### src/rtl/square_wave_analyzer_if.sv
// Bundle of the analyzer's sample input, slicer thresholds and measurement results.
// The master drives samples and thresholds; the slave (the analyzer) returns the results.
interface square_wave_analyzer_if;
    logic [7:0]  dacLevel;
    logic [7:0]  thresholdHigh;
    logic [7:0]  thresholdLow;
    logic [31:0] periodCycles;
    logic [31:0] highCycles;
    logic [31:0] frequencyWord;
    logic        measValid;
    logic        noSignal;
    logic        overrun;

    modport master (
        output dacLevel, thresholdHigh, thresholdLow,
        input  periodCycles, highCycles, frequencyWord, measValid, noSignal, overrun
    );

    modport slave (
        input  dacLevel, thresholdHigh, thresholdLow,
        output periodCycles, highCycles, frequencyWord, measValid, noSignal, overrun
    );
endinterface

### src/rtl/square_wave_analyzer.sv
// Hysteresis slicer plus period/high-time counter for a sampled square wave, with a
// bit-serial restoring divider that turns the period into a DDS frequency word.
module square_wave_analyzer #(
    parameter logic [31:0] TIMEOUT_CYCLES = 32'd16777216
) (
    input  logic                  clk,
    input  logic                  rst,
    square_wave_analyzer_if.slave bus
);

    typedef enum logic [1:0] {IDLE, MEASURE, DIVIDE} state_t;

    localparam logic [5:0]  DIV_STEPS = 6'd33;
    localparam logic [32:0] DIVIDEND  = 33'h1_0000_0000;
    localparam logic [31:0] ALL_ONES  = 32'hFFFF_FFFF;

    state_t      state_q, state_d;
    logic        slicer_q, slicer_d;
    logic [31:0] per_cnt_q, per_cnt_d;
    logic [31:0] high_cnt_q, high_cnt_d;
    logic [31:0] lat_per_q, lat_per_d;
    logic [31:0] lat_high_q, lat_high_d;
    logic [31:0] rem_q, rem_d;
    logic [32:0] quo_q, quo_d;
    logic [5:0]  div_cnt_q, div_cnt_d;
    logic [31:0] per_out_q, per_out_d;
    logic [31:0] high_out_q, high_out_d;
    logic [31:0] freq_out_q, freq_out_d;
    logic        meas_valid_q, meas_valid_d;
    logic        no_signal_q, no_signal_d;
    logic        overrun_q, overrun_d;

    logic        rise;
    logic [32:0] trial;
    logic        trial_ge;
    logic [31:0] trial_diff;

    always_comb begin
        state_d      = state_q;
        slicer_d     = slicer_q;
        per_cnt_d    = per_cnt_q;
        high_cnt_d   = high_cnt_q;
        lat_per_d    = lat_per_q;
        lat_high_d   = lat_high_q;
        rem_d        = rem_q;
        quo_d        = quo_q;
        div_cnt_d    = div_cnt_q;
        per_out_d    = per_out_q;
        high_out_d   = high_out_q;
        freq_out_d   = freq_out_q;
        meas_valid_d = 1'b0;
        no_signal_d  = no_signal_q;
        overrun_d    = overrun_q;

        // Between the thresholds the slicer keeps its previous decision.
        if (bus.dacLevel >= bus.thresholdHigh) begin
            slicer_d = 1'b1;
        end else if (bus.dacLevel <= bus.thresholdLow) begin
            slicer_d = 1'b0;
        end
        rise = slicer_d & ~slicer_q;

        // Counters restart on every rising edge, so per_cnt_q at an edge equals t1-t0.
        if (rise) begin
            per_cnt_d  = 32'd1;
            high_cnt_d = 32'd1;
        end else begin
            if (per_cnt_q != ALL_ONES) begin
                per_cnt_d = per_cnt_q + 32'd1;
            end
            if (slicer_d && (high_cnt_q != ALL_ONES)) begin
                high_cnt_d = high_cnt_q + 32'd1;
            end
        end

        // One restoring-division step: shift in the next dividend bit and try to subtract.
        trial      = {rem_q, quo_q[32]};
        trial_ge   = (trial >= {1'b0, lat_per_q});
        trial_diff = trial[31:0] - lat_per_q;

        case (state_q)
            IDLE: begin
                if (rise) begin
                    state_d = MEASURE;
                end
            end
            MEASURE: begin
                if (rise) begin
                    lat_per_d  = per_cnt_q;
                    lat_high_d = high_cnt_q;
                    rem_d      = 32'd0;
                    quo_d      = DIVIDEND;
                    div_cnt_d  = 6'd0;
                    state_d    = DIVIDE;
                end else if (per_cnt_q >= TIMEOUT_CYCLES) begin
                    per_out_d   = 32'd0;
                    high_out_d  = 32'd0;
                    freq_out_d  = 32'd0;
                    no_signal_d = 1'b1;
                    state_d     = IDLE;
                end
            end
            DIVIDE: begin
                // An edge here drops the period it closes; counting already restarted above.
                if (rise) begin
                    overrun_d = 1'b1;
                end
                if (div_cnt_q == DIV_STEPS) begin
                    per_out_d    = lat_per_q;
                    high_out_d   = lat_high_q;
                    freq_out_d   = quo_q[31:0];
                    meas_valid_d = 1'b1;
                    no_signal_d  = 1'b0;
                    state_d      = MEASURE;
                end else begin
                    rem_d     = trial_ge ? trial_diff : trial[31:0];
                    quo_d     = {quo_q[31:0], trial_ge};
                    div_cnt_d = div_cnt_q + 6'd1;
                end
            end
            default: begin
                state_d = IDLE;
            end
        endcase
    end

    always_ff @(posedge clk or posedge rst) begin
        if (rst) begin
            state_q      <= IDLE;
            slicer_q     <= 1'b0;
            per_cnt_q    <= 32'd0;
            high_cnt_q   <= 32'd0;
            lat_per_q    <= 32'd0;
            lat_high_q   <= 32'd0;
            rem_q        <= 32'd0;
            quo_q        <= 33'd0;
            div_cnt_q    <= 6'd0;
            per_out_q    <= 32'd0;
            high_out_q   <= 32'd0;
            freq_out_q   <= 32'd0;
            meas_valid_q <= 1'b0;
            no_signal_q  <= 1'b1;
            overrun_q    <= 1'b0;
        end else begin
            state_q      <= state_d;
            slicer_q     <= slicer_d;
            per_cnt_q    <= per_cnt_d;
            high_cnt_q   <= high_cnt_d;
            lat_per_q    <= lat_per_d;
            lat_high_q   <= lat_high_d;
            rem_q        <= rem_d;
            quo_q        <= quo_d;
            div_cnt_q    <= div_cnt_d;
            per_out_q    <= per_out_d;
            high_out_q   <= high_out_d;
            freq_out_q   <= freq_out_d;
            meas_valid_q <= meas_valid_d;
            no_signal_q  <= no_signal_d;
            overrun_q    <= overrun_d;
        end
    end

    assign bus.periodCycles  = per_out_q;
    assign bus.highCycles    = high_out_q;
    assign bus.frequencyWord = freq_out_q;
    assign bus.measValid     = meas_valid_q;
    assign bus.noSignal      = no_signal_q;
    assign bus.overrun       = overrun_q;

endmodule
### src/flat_wrapper.sv
// flat-port wrapper written by rule: the top's interface ports become plain ports
module square_wave_analyzer_flat 
#(
    parameter logic [31:0] TIMEOUT_CYCLES = 32'd16777216
)
  (clk, rst, bus_dacLevel, bus_thresholdHigh, bus_thresholdLow, bus_periodCycles, bus_highCycles, bus_frequencyWord, bus_measValid, bus_noSignal, bus_overrun);
  square_wave_analyzer_if bus_i ();
  input  logic clk;
  input  logic rst;
  input wire logic [$bits(bus_i.dacLevel)-1:0] bus_dacLevel;
  input wire logic [$bits(bus_i.thresholdHigh)-1:0] bus_thresholdHigh;
  input wire logic [$bits(bus_i.thresholdLow)-1:0] bus_thresholdLow;
  output wire logic [$bits(bus_i.periodCycles)-1:0] bus_periodCycles;
  output wire logic [$bits(bus_i.highCycles)-1:0] bus_highCycles;
  output wire logic [$bits(bus_i.frequencyWord)-1:0] bus_frequencyWord;
  output wire logic [$bits(bus_i.measValid)-1:0] bus_measValid;
  output wire logic [$bits(bus_i.noSignal)-1:0] bus_noSignal;
  output wire logic [$bits(bus_i.overrun)-1:0] bus_overrun;
  assign bus_i.dacLevel = bus_dacLevel;
  assign bus_i.thresholdHigh = bus_thresholdHigh;
  assign bus_i.thresholdLow = bus_thresholdLow;
  assign bus_periodCycles = bus_i.periodCycles;
  assign bus_highCycles = bus_i.highCycles;
  assign bus_frequencyWord = bus_i.frequencyWord;
  assign bus_measValid = bus_i.measValid;
  assign bus_noSignal = bus_i.noSignal;
  assign bus_overrun = bus_i.overrun;
  square_wave_analyzer #(.TIMEOUT_CYCLES(TIMEOUT_CYCLES)) u_core (.clk(clk), .rst(rst), .bus(bus_i));
endmodule
### config.mk
export PLATFORM = sky130hd
export DESIGN_NAME = square_wave_analyzer_flat
export DESIGN_NICKNAME = d
export VERILOG_FILES = /design/src/rtl/square_wave_analyzer_if.sv /design/src/rtl/square_wave_analyzer.sv /design/src/flat_wrapper.sv
export SDC_FILE = /design/constraint.sdc
export NUM_CORES = 1
export LEC_CHECK = 0
export CAP_MARGIN = 5
export CELL_PAD_IN_SITES_DETAIL_PLACEMENT = 1
export CELL_PAD_IN_SITES_GLOBAL_PLACEMENT = 1
export CORE_MARGIN = 4
export CORE_UTILIZATION = 49
export CTS_CLUSTER_SIZE = 14
export DETAILED_ROUTE_END_ITERATION = 7
export HOLD_SLACK_MARGIN = 0.08
export PLACE_DENSITY = 0.88
export SLEW_MARGIN = 20
export SYNTH_ARGS = -nofsm -noshare
export SYNTH_HDL_FRONTEND = slang
export SYNTH_SLANG_ARGS = --single-unit
### constraint.sdc
create_clock -name clk -period 16.6 [get_ports clk]
set_clock_uncertainty 0.15 [all_clocks]
set_input_delay 3.32 -clock clk [delete_from_list [all_inputs] [get_ports clk]]
set_output_delay 3.32 -clock clk [all_outputs]
set_load 0.01 [all_outputs]
==> impl_metrics.toml <==
[run_status]
status = "completed"

[worst_setup_path]
r2r_slack_ns = 12.76
path_max_fanout = 24
criticalPathCategory = "input pin to flip-flop"
startpoint_type = "input pin"
crit_path_end_kind = "flip-flop"
rr_worst_depth = 9
critPathCapture = "u_core.rem_q[25]"
r2r-start = "u_core.div_cnt_q[0]"
timing.critical_path.from = "bus_dacLevel[0]"
reg2reg_to = "u_core.rem_q[25]"
worstPathArrival_ns = 7.15
crit_required_ns = 16.89

[placed_design]
globalplace.congestion = 0.873
dp_slack_ns = 8.85
numPortBuffers = 124
dp.cells = 1957
dpl.hpwl_um = 26600
placed_area_um2 = 16300

[global_routing]
grt_busiest_layer = "met2"
grt_use_met1 = 0.335
grt_pass1_wl_um = 70200
antenna_found_initial = 0
grt_use_total = 0.257
grt_max_degree = 172
first_global_vias = 13000
use_met2 = 0.451
overflow = 0
use_met3 = 0.0377

[clock_tree]
clk_latency_ns = 0.51
cts_tree = "yes"
ctsHoldBuffers = 0
clk_pin_slew_ns = 0.06
clock_path_buffers = 3
postCtsResizedCells = 0
root_buffer = "clkbuf_16"
cts_sinks = 301
cts_made_buffers = 34
cts.htree.levels = 2
postCtsSetupRepairBufs = 0

[synth]
yosys_warnings = 0
async_flop_share = 1.00
synth_area_um2 = 14800
netlist_top_cells_area = "dfrtp_1, nand2_1, ha_1, mux2_2, o21ai_0"
avgSynthCellArea_um2 = 9.80
netlist-cell-type-count = 68
synth_edf_count = 0
netlist.top_cell.by_area = "dfrtp_1"
seq_area_frac_synth = 0.510
netlist_instances = 1507
synth_seq_cells = 301
synth_top_area_frac = 0.509
synth_ff_type = "dfrtp_1"
synth_nets = 1591

[timing]
post-route-period-util = 0.413
hold_violations = 0
slew_headroom = 0.260
tightest_slew_ns = 1.11
tns_ns = 0
fin_worst_hold_slack_ns = 0.313
slew_violations = 0
max_freq_ghz = 0.146
setup_violations = 0
period_needed_ns = 6.86
rsz0062_at_grt = "false"
fin_ws_ns = 9.74

[routing]
first_pass_iters = 5
drt_first_iter_violations = 864
wirelength_um = 42700
vias_per_cell = 5.89
vias = 11900
antenna_left = 0
drc_errors = 0
wl_per_cell_um = 21.1

[min_path]
holdCritStartpoint = "u_core.bus.overrun"
hp-class = "flip-flop to flip-flop"

[cells_and_area]
antenna_cells = 0
final_common_cell = "dfrtp_1"
fin_nets = 1688
utilization = 0.585
finalInstanceArea_um2 = 17400
area_delta_synth_final_pct = 17.8
drive_gt1_frac = 0.0927
fin_cells = 2019
final_cell_mix = "dfrtp_1, nand2_1, clkdlybuf4s50_1"

[die]
die_area_um2 = 33000
io_pins = 125
start_util = 0.497
core_area_um2 = 29700
die_w_um = 182
die_h_um = 182
rows = 63

[run]
cap_violations = 0

[power_and_ir_drop]
powerDensity_nw_per_um2 = 211
power_leakage_nw = 7.92
irDropWorstVdd_mv = 0.194
finalPower_mw = 3.67
## synth_stat cells (all sizes together) (3+ instances only)
library cell	count
or3	7
nand2b	8
nor4	14
a41o	5
mux2i	25
dfrtp	300
xor2	25
nor2b	7
nand2	283
and4	9
mux2	56
o31ai	37
inv	69
clkbuf	42
nand3	29
o21a	11
nor3	28
ha	57
a21o	19
nor2	96
a22o	4
o21ai	158
nand3b	3
and2	7
a31o	5
a31oi	11
o21bai	6
nand4	20
xnor2	48
and3	14
a221o	8
buf	32
a21oi	43
## sequential cells by signal (all words and copies together), names as in the netlist
name / flops
u_core.quo_q: 33
u_core.bus.highCycles: 32
u_core.lat_high_q: 32
u_core.per_cnt_q: 32
u_core.bus.noSignal: 1
u_core.lat_per_q: 32
u_core.div_cnt_q: 6
u_core.high_cnt_q: 32
u_core.bus.frequencyWord: 32
u_core.bus.measValid: 1
u_core.rem_q: 32
u_core.slicer_q: 1
u_core.state_q: 2
u_core.bus.overrun: 1
u_core.bus.periodCycles: 32
## worst min-delay path by stage
stage | to | slack [ns] | cells past startpoint
4_1_cts | u_core.bus.overrun | 0.32 | 1
6_report | u_core.bus.overrun | 0.31 | 1
5_1_grt | u_core.bus.overrun | 0.34 | 1
2_1_floorplan | u_core.quo_q[0] | 0.30 | 2
3_5_place_dp | u_core.bus.overrun | 0.30 | 1
3_3_place_gp | u_core.bus.overrun | 0.29 | 1
## layout make-up
type	instances	area [µm²]
sequential	301	7530
clock inverter	16	119
inverter	69	267
clock buffer	45	983
fill	3250	12300
tap	390	488
multi-input combinational	1063	6660
timing repair buffer	135	1340
## per-layer routing
metal,vias to the layer above,part of all wire
met1,6108,0.43
met2,313,0.51
met3,80,0.042
met5,-,0
met4,0,0.024
li1,5400,-
## worst max-delay path, cell delays in order
cell	delay, ns
clkdlybuf4s50_1	0.46
inv_1	0.05
ha_1	0.26
nand2b_1	0.09
a21o_1	0.11
a21o_1	0.11
a21oi_1	0.06
o21ai_1	0.59
a21o_1	0.41
nand2_1	0.73
nor2_1	0.68
a221o_1	0.25
## power by group
| part | internal (mW) | switching, mW | total [mW] |
|---|---|---|---|
| Clock | 0.434 | 0.308 | 0.742 |
| Combinational | 0.782 | 1.27 | 2.05 |
| Sequential | 0.805 | 0.0696 | 0.875 |
## logic make-up after synthesis
logic type                 synth area share
xor gates and xnor gates             0.0433
buffers and inverters                0.0403
DFF                                   0.510
AOI/OAI and AO/OA                     0.133
muxes                                0.0597
and+or+nand+nor                       0.164
adders and majority gates            0.0497
No activity file was read; power rests on OpenSTA's default activity.
